===== config.mk =====
export PLATFORM = sky130hd
export DESIGN_NAME = cache_store_buffer
export DESIGN_NICKNAME = d
export VERILOG_FILES = /design/src/rtl/cache_store_buffer.sv
export SDC_FILE = /design/constraint.sdc
export NUM_CORES = 1
export LEC_CHECK = 0
export BUFFER_PORTS_ARGS = -buffer_cell sky130_fd_sc_hd__clkbuf_2
export CAP_MARGIN = 25
export CORE_MARGIN = 5
export CORE_UTILIZATION = 54
export CTS_CLUSTER_SIZE = 10
export DETAILED_ROUTE_END_ITERATION = 6
export GPL_ROUTABILITY_DRIVEN = 0
export HOLD_SLACK_MARGIN = 0.03
export PLACE_DENSITY = 0.81
export RECOVER_POWER = 50
export SLEW_MARGIN = 20
export SYNTH_ARGS = -nofsm -noshare
export SYNTH_HDL_FRONTEND = slang
export SYNTH_SLANG_ARGS = --single-unit

===== constraint.sdc =====
create_clock -name clk -period 3.94 [get_ports clk]
set_clock_uncertainty 0.05 [all_clocks]
set_input_delay 0.394 -clock clk [delete_from_list [all_inputs] [get_ports clk]]
set_output_delay 0.394 -clock clk [all_outputs]
set_load 0.02 [all_outputs]

===== src/rtl/cache_store_buffer.sv =====
// Store buffer between the CPU datapath and the cache write-merge stage.
// Oldest-first drain, youngest-entry coalescing and per-byte store-to-load forwarding.
module cache_store_buffer #(
    parameter int DEPTH = 2
) (
    input  logic                     clk,
    input  logic                     reset_n,
    input  logic                     st_valid,
    output logic                     st_ready,
    input  logic [15:0]              st_addr,
    input  logic [15:0]              st_wdata,
    input  logic [1:0]               st_wmask,
    output logic                     drain_valid,
    input  logic                     drain_ready,
    output logic [15:0]              drain_addr,
    output logic [3:0]               drain_offset,
    output logic [1:0]               drain_wmask,
    output logic [7:0]               drain_lsb,
    output logic [7:0]               drain_msb,
    input  logic [15:0]              ld_addr,
    output logic [1:0]               fwd_mask,
    output logic [15:0]              fwd_data,
    output logic [$clog2(DEPTH):0]   count
);

    localparam int PW = $clog2(DEPTH);
    localparam int CW = PW + 1;

    logic [PW-1:0]    rd_ptr;
    logic [PW-1:0]    wr_ptr;
    logic [PW-1:0]    yng_ptr;
    logic [CW-1:0]    count_q;
    logic [DEPTH-1:0] entry_valid;
    logic [14:0]      entry_addr  [DEPTH];
    logic [15:0]      entry_data  [DEPTH];
    logic [1:0]       entry_wmask [DEPTH];

    logic empty;
    logic pop;
    logic merge_hit;
    logic accept;
    logic do_write;
    logic push;
    logic [PW-1:0] fwd_idx;

    // Byte address bit 0 is meaningless for word-granular entries.
    logic unused_bits;
    assign unused_bits = st_addr[0] ^ ld_addr[0];

    assign empty   = (count_q == '0);
    assign yng_ptr = wr_ptr - PW'(1);
    assign pop     = !empty && drain_ready;

    // A single entry that is being popped cannot absorb a merge; the store becomes a new entry.
    assign merge_hit = !empty
                    && (st_addr[15:1] == entry_addr[yng_ptr])
                    && !((yng_ptr == rd_ptr) && pop);

    assign st_ready = (count_q < CW'(DEPTH)) || merge_hit;
    assign accept   = st_valid && st_ready;
    assign do_write = accept && (st_wmask != 2'b00);
    assign push     = do_write && !merge_hit;
    assign count    = count_q;

    always_ff @(posedge clk or negedge reset_n) begin
        if (!reset_n) begin
            rd_ptr      <= '0;
            wr_ptr      <= '0;
            count_q     <= '0;
            entry_valid <= '0;
        end else begin
            // NOTE: non-blocking assignments so every register samples pre-edge values.
            if (pop) begin
                rd_ptr              <= rd_ptr + PW'(1);
                entry_valid[rd_ptr] <= 1'b0;
            end
            if (push) begin
                wr_ptr              <= wr_ptr + PW'(1);
                entry_valid[wr_ptr] <= 1'b1;
            end
            case ({push, pop})
                2'b10:   count_q <= count_q + CW'(1);
                2'b01:   count_q <= count_q - CW'(1);
                default: ;
            endcase
        end
    end

    // NOTE: payload storage has no reset; it is only observed through valid/count-qualified paths.
    always_ff @(posedge clk) begin
        if (push) begin
            entry_addr[wr_ptr]  <= st_addr[15:1];
            entry_data[wr_ptr]  <= st_wdata;
            entry_wmask[wr_ptr] <= st_wmask;
        end else if (do_write) begin
            entry_wmask[yng_ptr] <= entry_wmask[yng_ptr] | st_wmask;
            if (st_wmask[0]) entry_data[yng_ptr][7:0]  <= st_wdata[7:0];
            if (st_wmask[1]) entry_data[yng_ptr][15:8] <= st_wdata[15:8];
        end
    end

    assign drain_valid  = !empty;
    assign drain_offset = drain_addr[3:0];

    always_comb begin
        // NOTE: defaults first so no path through the block leaves an output unassigned (no latches).
        drain_addr  = '0;
        drain_wmask = '0;
        drain_lsb   = '0;
        drain_msb   = '0;
        if (!empty) begin
            drain_addr  = {entry_addr[rd_ptr], 1'b0};
            drain_wmask = entry_wmask[rd_ptr];
            drain_lsb   = entry_data[rd_ptr][7:0];
            drain_msb   = entry_data[rd_ptr][15:8];
        end
    end

    // Scan oldest to youngest so younger matches override older ones byte by byte.
    always_comb begin
        fwd_mask = '0;
        fwd_data = '0;
        fwd_idx  = rd_ptr;
        for (int i = 0; i < DEPTH; i++) begin
            fwd_idx = rd_ptr + PW'(i);
            if (entry_valid[fwd_idx] && (entry_addr[fwd_idx] == ld_addr[15:1])) begin
                if (entry_wmask[fwd_idx][0]) begin
                    fwd_mask[0]   = 1'b1;
                    fwd_data[7:0] = entry_data[fwd_idx][7:0];
                end
                if (entry_wmask[fwd_idx][1]) begin
                    fwd_mask[1]    = 1'b1;
                    fwd_data[15:8] = entry_data[fwd_idx][15:8];
                end
            end
        end
    end

endmodule

# Word level (Yosys, flattened, before mapping)
# Memory sizes are Yosys's and may differ from the RTL's.
# Cells that the tools add are included.
[totals]
out_inout_bits = 60
mem_bits_rw = 66
n_memories = 3
inputBits = 54
ff_bits = 6
[op_classes]
add_sub_neg = 5
n_bitwise = 4
mux = 46
n_reduce_logical = 20
n_lt_le_gt_ge = 6
n_eq_ne = 6
[mem_list]
columns = ["name", "depth", "word_bits", "rd", "rd_ports_with_merged_regs", "write_ports", "line", "text"]
rows = [
  ["entry_data", 2, 16, 2, 0, 1, "35", "logic [15:0] entry_data [DEPTH];"],
  ["entry_addr", 2, 15, 3, 0, 1, "34", "logic [14:0] entry_addr [DEPTH];"],
  ["entry_wmask", 2, 2, 3, 0, 1, "36", "logic [1:0] entry_wmask [DEPTH];"],
]
[ops]
columns = ["operator", "count"]
rows = [
  ["two-way mux 16 bit", 4],
  ["two-way mux 8 bit", 6],
  ["equality test 15 bit", 3],
  ["two-way mux 1 bit", 26],
  ["OR reduction 16 bit", 1],
  ["two-way mux 2 bit", 7],
  ["logical AND 1 bit", 11],
  ["< comparator 1 x 2 -> 1 bit, second input constant", 3],
  ["bitwise OR 2 bit", 2],
  ["case mux 2 bit (2 select lines)", 1],
  ["nonzero test 2 bit", 2],
  ["zero test 1 bit", 3],
  ["adder 1 bit, second input constant", 2],
  ["adder 2 x 1 -> 2 bit, second input constant", 1],
  ["AND 2 bit", 1],
  ["demux 1 bit (select 1 bit)", 2],
  ["equality test 2 x 1 -> 1 bit, second input constant", 1],
  ["equality test 2 bit, second input constant", 1],
  ["greater-or-equal comparator 1 bit, second input constant", 2],
  ["zero test 2 bit", 1],
  ["< comparator 2 bit, second input constant", 1],
  ["NOT 2 bit", 1],
  ["OR reduction 2 bit", 1],
  ["subtractor 2 x 1 -> 2 bit, second input constant", 1],
  ["other kinds (3)", 3],
]

# Depth between registers and ports, before layout
# Gate-level depths: netlist of run 1.
[depth]
ltp_word = 14
mapped_depth = 13

# Worst setup path after synthesis of run 1
# Ideal clock, no wire load.
[synth_timing]
kind = "flip-flop to flip-flop"
start = "register wr_ptr"
end = "memory entry_data[1][0], enable pin"
setup_time_ps = 375
stages_incl_launch_ff = 10
t_required_ps = 3515
arrival_ps = 2498
n_path_buf = 2
synth_period_minus_slack_ps = 2924
path_slack_ps = 1016
path_cell_list = "dfrtp_1 > buf_2 > buf_2 > mux2i_1 > xor2_1 > nand4_1 > or4_1 > nor2_1 > nand2_1 > a21oi_1"
[synth_between]
elab_chain_len = 13
word_cells_on_any_way = 24
cone_classes = "add/sub: 1; eq/ne: 2; mux: 10; reduce/logical: 10; memory: 1"
[synth_lines]
columns = ["element", "line", "text"]
rows = [
  ["start, declared", "30", "logic [PW-1:0] wr_ptr;"],
  ["start signal, assigned", "78", "wr_ptr <= wr_ptr + PW'(1);"],
  ["subtractor 1 bit", "51", "assign yng_ptr = wr_ptr - PW'(1);"],
  ["memory (2 x 15 bit) / equality test 1 bit (equally long branches)", "-", ""],
  ["equality test 15 bit / logical AND 1 bit (equally long branches)", "56, 57", ""],
  ["logical AND 1 bit / zero test 1 bit (equally long branches)", "56, 57", ""],
  ["logical AND 1 bit", "57", "&& !((yng_ptr == rd_ptr) && pop);"],
  ["logical OR 1 bit", "59", "assign st_ready = (count_q < CW'(DEPTH)) || merge_hit;"],
  ["logical AND 1 bit", "60", "assign accept = st_valid && st_ready;"],
  ["logical AND 1 bit", "61", "assign do_write = accept && (st_wmask != 2'b00);"],
  ["two-way mux 1 bit / logical AND 1 bit (equally long branches)", "95, 62", ""],
  ["two-way mux 1 bit", "91", "if (push) begin"],
  ["two-way mux 1 bit (on tied branches)", "97, 98", ""],
  ["OR reduction 16 bit (no line)", "-", ""],
  ["two-way mux 1 bit (no line) / two-way mux 2 bit (equally long branches)", "-", ""],
  ["end, declared", "35", ""],
]
# Parallel ways exist; a longest one is shown, timed or not.

# Final worst setup path of run 1
[layout_timing]
start = "register rd_ptr"
end = "output port fwd_data[2]"
[layout_between]
elab_chain_len = 6
word_cells_on_any_way = 16
cone_classes = "add/sub: 1; eq/ne: 2; mux: 8; reduce/logical: 2; memory: 3"
[layout_lines]
columns = ["element", "line", "text"]
rows = [
  ["start, declared", "29", "logic [PW-1:0] rd_ptr;"],
  ["start signal, assigned", "74", "rd_ptr <= rd_ptr + PW'(1);"],
  ["memory (2 x 15 bit) / two-way mux 1 bit (equally long branches)", "-", ""],
  ["equality test 15 bit / two-way mux 1 bit (equally long branches)", "126", "if (entry_valid[fwd_idx] && (entry_addr[fwd_idx] == ld_addr[15:1])) begin"],
  ["logical AND 1 bit", "126", ""],
  ["two-way mux 16 bit", "126", ""],
  ["two-way mux 8 bit", "127", "if (entry_wmask[fwd_idx][0]) begin"],
  ["two-way mux 16 bit *", "126", ""],
  ["end, declared", "22", "output logic [15:0] fwd_data,"],
]
# Mark *: on every way between the ends. The rest lies on a longest branch, timed or not. The select of a mux whose other input is x is not followed.

==> reports/summary.md, run 1 <==
Yosys mapped a number of flops with a built-in enable equal to 66. At the pin with the least slew margin, the transition time is 1.81 ns. The kind of start point of the critical path was a flip-flop. For the number of nets in the layout, the log shows 556. The die covers 10200 µm². The met1 track demand over resource in global routing was 0.268; the count of final hold-check violations was 0.

The number of global-route vias before repair was 3549; the maximum number of pins on one net before global-route repair was 57. At the worst endpoint, the required time is 3.50 ns. The height of the die was 101 µm.

The final-report setup violation count is 0, and the number of design-rule violations left by the first detailed-router iteration is 267. The cell with the most instances after synthesis is edfxtp_1. Once placement finished, the instance area stood at 5060 µm².

The first detailed-routing pass ran for 6 iterations. The critical path data arrival time is 3.42 ns. The xor and xnor area share after synthesis was 0.104. The tools report the count of maximum capacitance violations as 1. The worst setup path is of the flip-flop to primary output kind. The leakage power summed over all cells came out at 2.07 nW. The logs give 3.90 mW for the total power and 114 for the top-level port count. The area added between synthesis and finish was 17.7%; the sequential-to-total area share from yosys stat was 0.477. The run finished, with violations left.

The most utilized layer in the global route result is met2. In the routed design, unresolved DRC markers number 0. The tools report the number of warnings printed during yosys synthesis as 0.

Clock insertion delay at the later pin of the skew report: 0.36 ns. The share of flip-flops with an asynchronous set or reset is 0.0833, and the arithmetic-cell share of the synthesized area counting full adders, half adders and majority gates is 0.00280. Ranked by instance count, the synthesized netlist is headed by edfxtp_1 (66), mux2i_1 (60), xor2_1 (43), nor2_1 (40), a21oi_1 (29). The number of antenna violations at the first check in global routing came out at 0. The logs give 4470 µm² for the netlist area before placement and 466 µV for the largest voltage drop on the vdd net. For the overall global routing resource usage, the log shows 0.215.

Summed over all layers, the routed wires come to 11300 µm. After global routing the overflow that remains totals 0. The core region area was 8130 µm².

Total placed cells including tap cells: 592. For the fmax, the log shows 0.259 GHz. The global-route wire length before repair was 17100 µm. Type of destination of the critical path: a primary output. Number of standard cells in the final layout excluding fillers: 611. Largest family of logic cells by synthesized area: multiplexers. The routed layout has 3612 vias. Clock-pin transition on the worst setup and hold timing paths: 0.08 ns. The run gives 5260 µm² as the post-route cell area.

edfxtp_1 takes more of the synthesized area than any other cell. After technology mapping, the gate count stands at 395. The run gives 35 as the number of slew-limit violations in the final report. The average size of a mapped cell works out to 11.3 µm². The sequential cell area in the final layout was 2140 µm²; the areal power density over the cells was 741 nW/µm².

Clock tree synthesis inserted a total of 9 buffers. The tools report the number of levels in the clock H-tree as 3. The highest net fanout along the worst path is 19. The share of post-route cells with drive strength above 1 was 0.184; the shortest period the worst path allows was 3.86 ns.

The number of inserted diodes was 0; the starting density of the core was 0.550. For the headroom to the max-slew limit, the log shows -0.208. Detailed placement ended at an HPWL of 7740 µm.

The period utilization was 0.980. The clock net in this run drives a total of 72 sinks. After floorplanning, the core was divided into 33 placement rows. Counting distinct cell types in the post-synthesis netlist gives 36. The clock passes through at most 2 buffers. Synthesis inferred 72 register bits. The proportion of netlist area held by the largest area contributor is 0.443.

The setup slack after layout is 0.0785 ns, and the quantity of I/O buffers inserted on ports is 109. The most used flip-flop cell after synthesis was edfxtp_1. Met2 track demand over resource: 0.372.

TritonCTS built the clock tree. The run gives 0 as the post-route antenna net violation count. The run gives 2150 µm² as the area of combinational cells with multiple inputs.

The mean number of vias per cell was 5.91. In the post-synthesis netlist, the biggest area contributors are edfxtp_1 (44%), mux2i_1 (13%), xor2_1 (8.4%), dfrtp_1 (3.4%), nor2_1 (3.4%). The floorplan step set the die width to 101 µm.

The compound-gate portion of the synthesized area was 0.116; the post-synthesis simple-gate area fraction was 0.115. The mux contribution to synthesized area was 0.139; the worst setup slack after placement was 0.441 ns. In the final routed layout, each cell accounts on average for 18.4 µm.

The fraction of met3 tracks used by global routing came out at 0.0436. The checks that failed: capacitance limit, slew limit. In this run the clock root is driven by a clkbuf_8. The path category of the worst min-delay check was primary input to flip-flop.

Counting the fill cells in the layout gives 672.
-- through the flow --
stage / hold slack [ns] / TNS (ns) / utilization
final: 0.179 / 0 / 0.647
after global routing: 0.166 / -1.75 / 0.647
after detailed placement: 0.182 / 0 / 0.622
after CTS: 0.173 / 0 / 0.650
after global placement: 0.177 / 0 / 0.622
after floorplan: 0.0484 / 0 / -
-- cells by family after synthesis --
family | Yosys count
AND/OR/NAND/NOR | 98
AO/OA/AOI/OAI | 74
flip-flops | 72
multiplexers | 62
XOR/XNOR | 53
buffers and inverters | 34
adder cells (fa/ha/maj) | 1
other | 1
-- state kept, by name (all words and copies together), names as in the netlist --
name         count
count            2
entry_valid      2
entry_addr      30
entry_data      32
rd_ptr           1
wr_ptr           1
entry_wmask      4
-- final timing paths --
| kind | from | end | slack [ns] | cells past startpoint |
|---|---|---|---|---|
| min in group asynchronous | reset_n | wr_ptr$_DFFE_PN0N_ | 0.40 | 2 |
| worst max register to register | wr_ptr$_DFFE_PN0N_ | count[1]$_DFFE_PN0P_ | 0.41 | 9 |
| worst min-delay path | st_wdata[3] | entry_data[0][3]$_DFFE_PP_ | 0.18 | 1 |
| max in group asynchronous | reset_n | rd_ptr$_DFFE_PN0P_ | 3.15 | 2 |
| worst max-delay path | rd_ptr$_DFFE_PN0P_ | fwd_data[2] | 0.08 | 9 |
| worst min register to register | count[0]$_DFFE_PN0P_ | count[0]$_DFFE_PN0P_ | 0.52 | 1 |
-- layer usage --
layer	routed length (µm)	up-vias
met3	672	32
met1	4580	1731
met4	231	0
met2	5790	153
met5	0	-
li1	-	1696
-- power by group --
part,leakage (nW),internal [mW],switching (mW)
logic,1.28,0.738,1.36
registers,0.674,0.989,0.166
clock network,0.110,0.357,0.285
total,2.07,2.08,1.82
-- placed cells by master (no fill, tap or decap), types with 10 or more instances in the layout --
cell type,instances
xnor2_1,10
clkbuf_2,51
nor2_1,39
a22oi_1,16
nand2_1,12
nand4_1,12
edfxtp_1,66
clkbuf_1,59
mux2i_1,60
xor2_1,43
a21oi_1,29
buf_4,11
nand3_1,18
a32oi_1,16
-- area by class of cell --
type                            count  area share
Inverter                            4     0.00285
Timing Repair Buffer              124       0.116
Sequential cell                    72       0.406
Multi-Input combinational cell    290       0.408
Clock buffer                        9      0.0235
Tap cell                          105      0.0250
Clock inverter                      7      0.0181
-- worst max-delay path: stages, from the launching register on --
cell and delay (ns):
dfrtp_4 0.59, buf_8 0.20, buf_16 0.17, o32ai_1 0.59
nand3_1 0.21, nor4_1 0.38, and2_1 0.43, a32oi_1 0.10
a22oi_1 0.18, clkbuf_2 0.20
-- timing repair --
action,4_1_cts,5_1_grt
hold endpoints to repair,6,0
gates resized for setup,0,2
endpoints found under the setup margin,0,18
buffers inserted,0,2
hold buffers,1,0
No activity file was read; power rests on OpenSTA's default activity.
==> run 2, diff against run 1 <==
--- a/config.mk
+++ b/config.mk
@@ -15,6 +15,7 @@
 export HOLD_SLACK_MARGIN = 0.03
 export PLACE_DENSITY = 0.81
 export RECOVER_POWER = 50
+export SETUP_SLACK_MARGIN = 0.3
 export SLEW_MARGIN = 20
 export SYNTH_ARGS = -nofsm -noshare
 export SYNTH_HDL_FRONTEND = slang
==> reports/summary.md, run 2 (same netlist as run 1, synthesis figures left out) <==
By instance count, the cell type seen most on the critical path is buf_4. The path type of the worst setup path is flip-flop to primary output. Wires add up to 11600 µm. Most common cell after layout, fill and taps aside: edfxtp_1. The clock-pin transition on the worst setup and hold timing paths was 0.08 ns.

The number of stages on the worst hold path was 1. The endpoint identified for the worst register-to-register timing path is count[1]$_DFFE_PN0P_. The height of the die came out at 101 µm.

For this run the aggregate overflow at the end of global routing stands at 0. The start of the worst register-to-register path is wr_ptr$_DFFE_PN0N_. The run gives 0 as the number of antenna violations at the first check in global routing. STA classifies the critical path startpoint as a flip-flop. entry_data holds more flip-flops than any other register. The run gives 5 as the count of TritonRoute iterations in the first routing pass. The worst register-to-register path has a depth of 10. The signal on the critical path passes through buf_6 > mux2i_2 > xor2_1 > nand4_1 > buf_4 > buf_4 > nor4_4 > buf_4 > buf_4 > a21oi_1 > a22oi_1 > clkbuf_2.

The tools report the type of destination of the critical path as a primary output. Quantity of I/O buffers inserted on ports: 109. For this block, the initial DRC count from the detailed router was 185.

The count of final hold-check violations is 0. The tools report the top-level port count as 114. The path with the worst hold slack has its endpoint at entry_data[0][3]$_DFFE_PP_. Setup repair after global routing left no endpoint under its margin. The worst hold path begins at st_wdata[3].

The area added between synthesis and finish came out at 21.7%. Leaving out fill and tap cells, the most frequent cells in the layout are edfxtp_1 (66), mux2i_1 (59), clkbuf_1 (57). The run gives 642 as the number of filler instances in the final layout.

In the routed layout, each cell is associated on average with a via count of 5.87. Dividing the detail-routed wire length by the instance count gives 18.7 µm. For the number of global-route vias before repair, the log shows 3614. The final reports fail on capacitance limit, slew limit. The finished cells cover 5440 µm².

The headroom to the max-slew limit is -0.194, and the maximum buffer depth of the clock tree is 2. The clock tree root buffer cell is clkbuf_8. The largest individual stage delay along the critical path comes from the cell dfrtp_4. After detailed routing, the number of remaining DRC violations is 0. Excluding fillers, the count of instances in the completed layout stands at 621.

The die covers 10200 µm². The worst-case IR drop observed on VDD is 470 µV. Summing all placed instances gives a cell area of 5060 µm².

The number of vias in the routed layout was 3647; the shortest period the worst path allows was 3.51 ns. The number of slew-limit violations in the final report came out at 35. The HPWL after detailed placement is 7740 µm. The count of nets left with antenna violations once routing finished came out at 0.

The period utilization was 0.890; the clock sink total was 72. The critical path data arrival time came out at 3.06 ns. The logs give 0.550 for the starting density of the core and 0.285 GHz for the fmax. The initialized floorplan defines 33 standard-cell rows. The logs give 17500 µm for the global-route wire length before repair and 1 for the count of maximum capacitance violations. The number of flip-flops under the largest register name works out to 32.

The share of post-route cells with drive strength above 1 was 0.219. Entering global routing, the biggest net connects 57 pins. The path class of the tightest hold or removal check is primary input to flip-flop. The clock buffer count from CTS was 9; the actual slew at the worst max-slew pin was 1.79 ns. The total placed cells including tap cells was 592; the highest net fanout along the worst path was 10.

The worst-case register-to-register setup slack came out at 0.44 ns. After floorplanning, the core was sized to cover 8130 µm². The largest registers in the layout are entry_data: 32 flops, entry_addr: 30 flops, entry_wmask: 4 flops.

0 antenna diodes ended up in the layout. The logs give 0.35 ns for the clock insertion delay at the later pin of the skew report and 3.50 ns for the worst path required time. Across all hold checks on the routed design, the worst slack comes to 0.181 ns. The die is 101 µm wide.

Power spread over the standard cell area amounts to 737 nW/µm². The largest single stage delay on the critical path is 0.52 ns. The tools report the overall global routing resource usage as 0.222. Setup violations remaining at the end of the flow were counted as 0. TritonCTS built the clock tree.

The run finished, with violations left. The leakage power summed over all cells was 2.14 nW; the setup TNS was 0 ns. The run gives 566 as the number of nets in the layout.

The clock tree synthesis step divided the H-tree into 3 levels.
## run 2: how the worst max path moves through the flow
stage                             startpoint                    endpoint  cells after the start
after floorplan           wr_ptr$_DFFE_PN0N_  entry_data[1][0]$_DFFE_PP_                      9
after global placement    rd_ptr$_DFFE_PN0P_                fwd_data[13]                      8
after detailed placement  rd_ptr$_DFFE_PN0P_                fwd_data[14]                      8
after CTS                 rd_ptr$_DFFE_PN0P_                 fwd_data[1]                      9
after global routing      wr_ptr$_DFFE_PN0N_        count[1]$_DFFE_PN0P_                     10
final                     rd_ptr$_DFFE_PN0P_                fwd_data[14]                     12
## run 2: area by class of cell
class / instances / area [µm²] / share of cell area
Clock buffer: 9 / 124 / 0.0228
Clock inverter: 7 / 95.1 / 0.0175
Inverter: 4 / 15.0 / 0.00276
Multi-Input combinational cell: 291 / 2230 / 0.411
Sequential cell: 72 / 2140 / 0.393
Tap cell: 105 / 131 / 0.0242
Timing Repair Buffer: 133 / 703 / 0.129
## run 2: timing repair
item | in CTS | in global routing
pin swaps | 1 | 3
cloned | 0 | 1
endpoints found under the setup margin | 18 | 19
hold buffers | 1 | 0
hold endpoints to repair | 6 | 0
gates resized for setup | 3 | 15
buffers inserted | 4 | 7
## run 2: layer usage
layer / track usage / vias up / wire length (µm)
li1: - / 1713 / -
met1: 0.277 / 1769 / 4800
met2: 0.381 / 144 / 5980
met3: 0.0443 / 21 / 639
met4: 0.0787 / 0 / 185
met5: 0 / - / 0
## run 2: worst max-delay path, delay by kind of cell, from the launching register on
kind | cells | cell delay (ns)
and+or+nand+nor | 2 | 0.25
buffers and inverters | 6 | 1.13
AOI/OAI and AO/OA | 2 | 0.32
DFF | 1 | 0.52
muxes | 1 | 0.26
xor gates and xnor gates | 1 | 0.24
## run 2: through the flow
stage,power [mW],worst slack (ns),util
2_1_floorplan,2.70,1.02,-
3_3_place_gp,3.18,0.491,0.622
3_5_place_dp,3.24,0.441,0.622
4_1_cts,3.93,0.316,0.656
5_1_grt,4.23,0.251,0.669
6_report,4.01,0.434,0.669
## run 2: power breakdown
| part | switching, mW | total (mW) | internal, mW | leakage [nW] |
|---|---|---|---|---|
| clock | 0.284 | 0.641 | 0.357 | 0.110 |
| sequential | 0.156 | 1.15 | 0.990 | 0.674 |
| combinational | 1.42 | 2.22 | 0.797 | 1.36 |
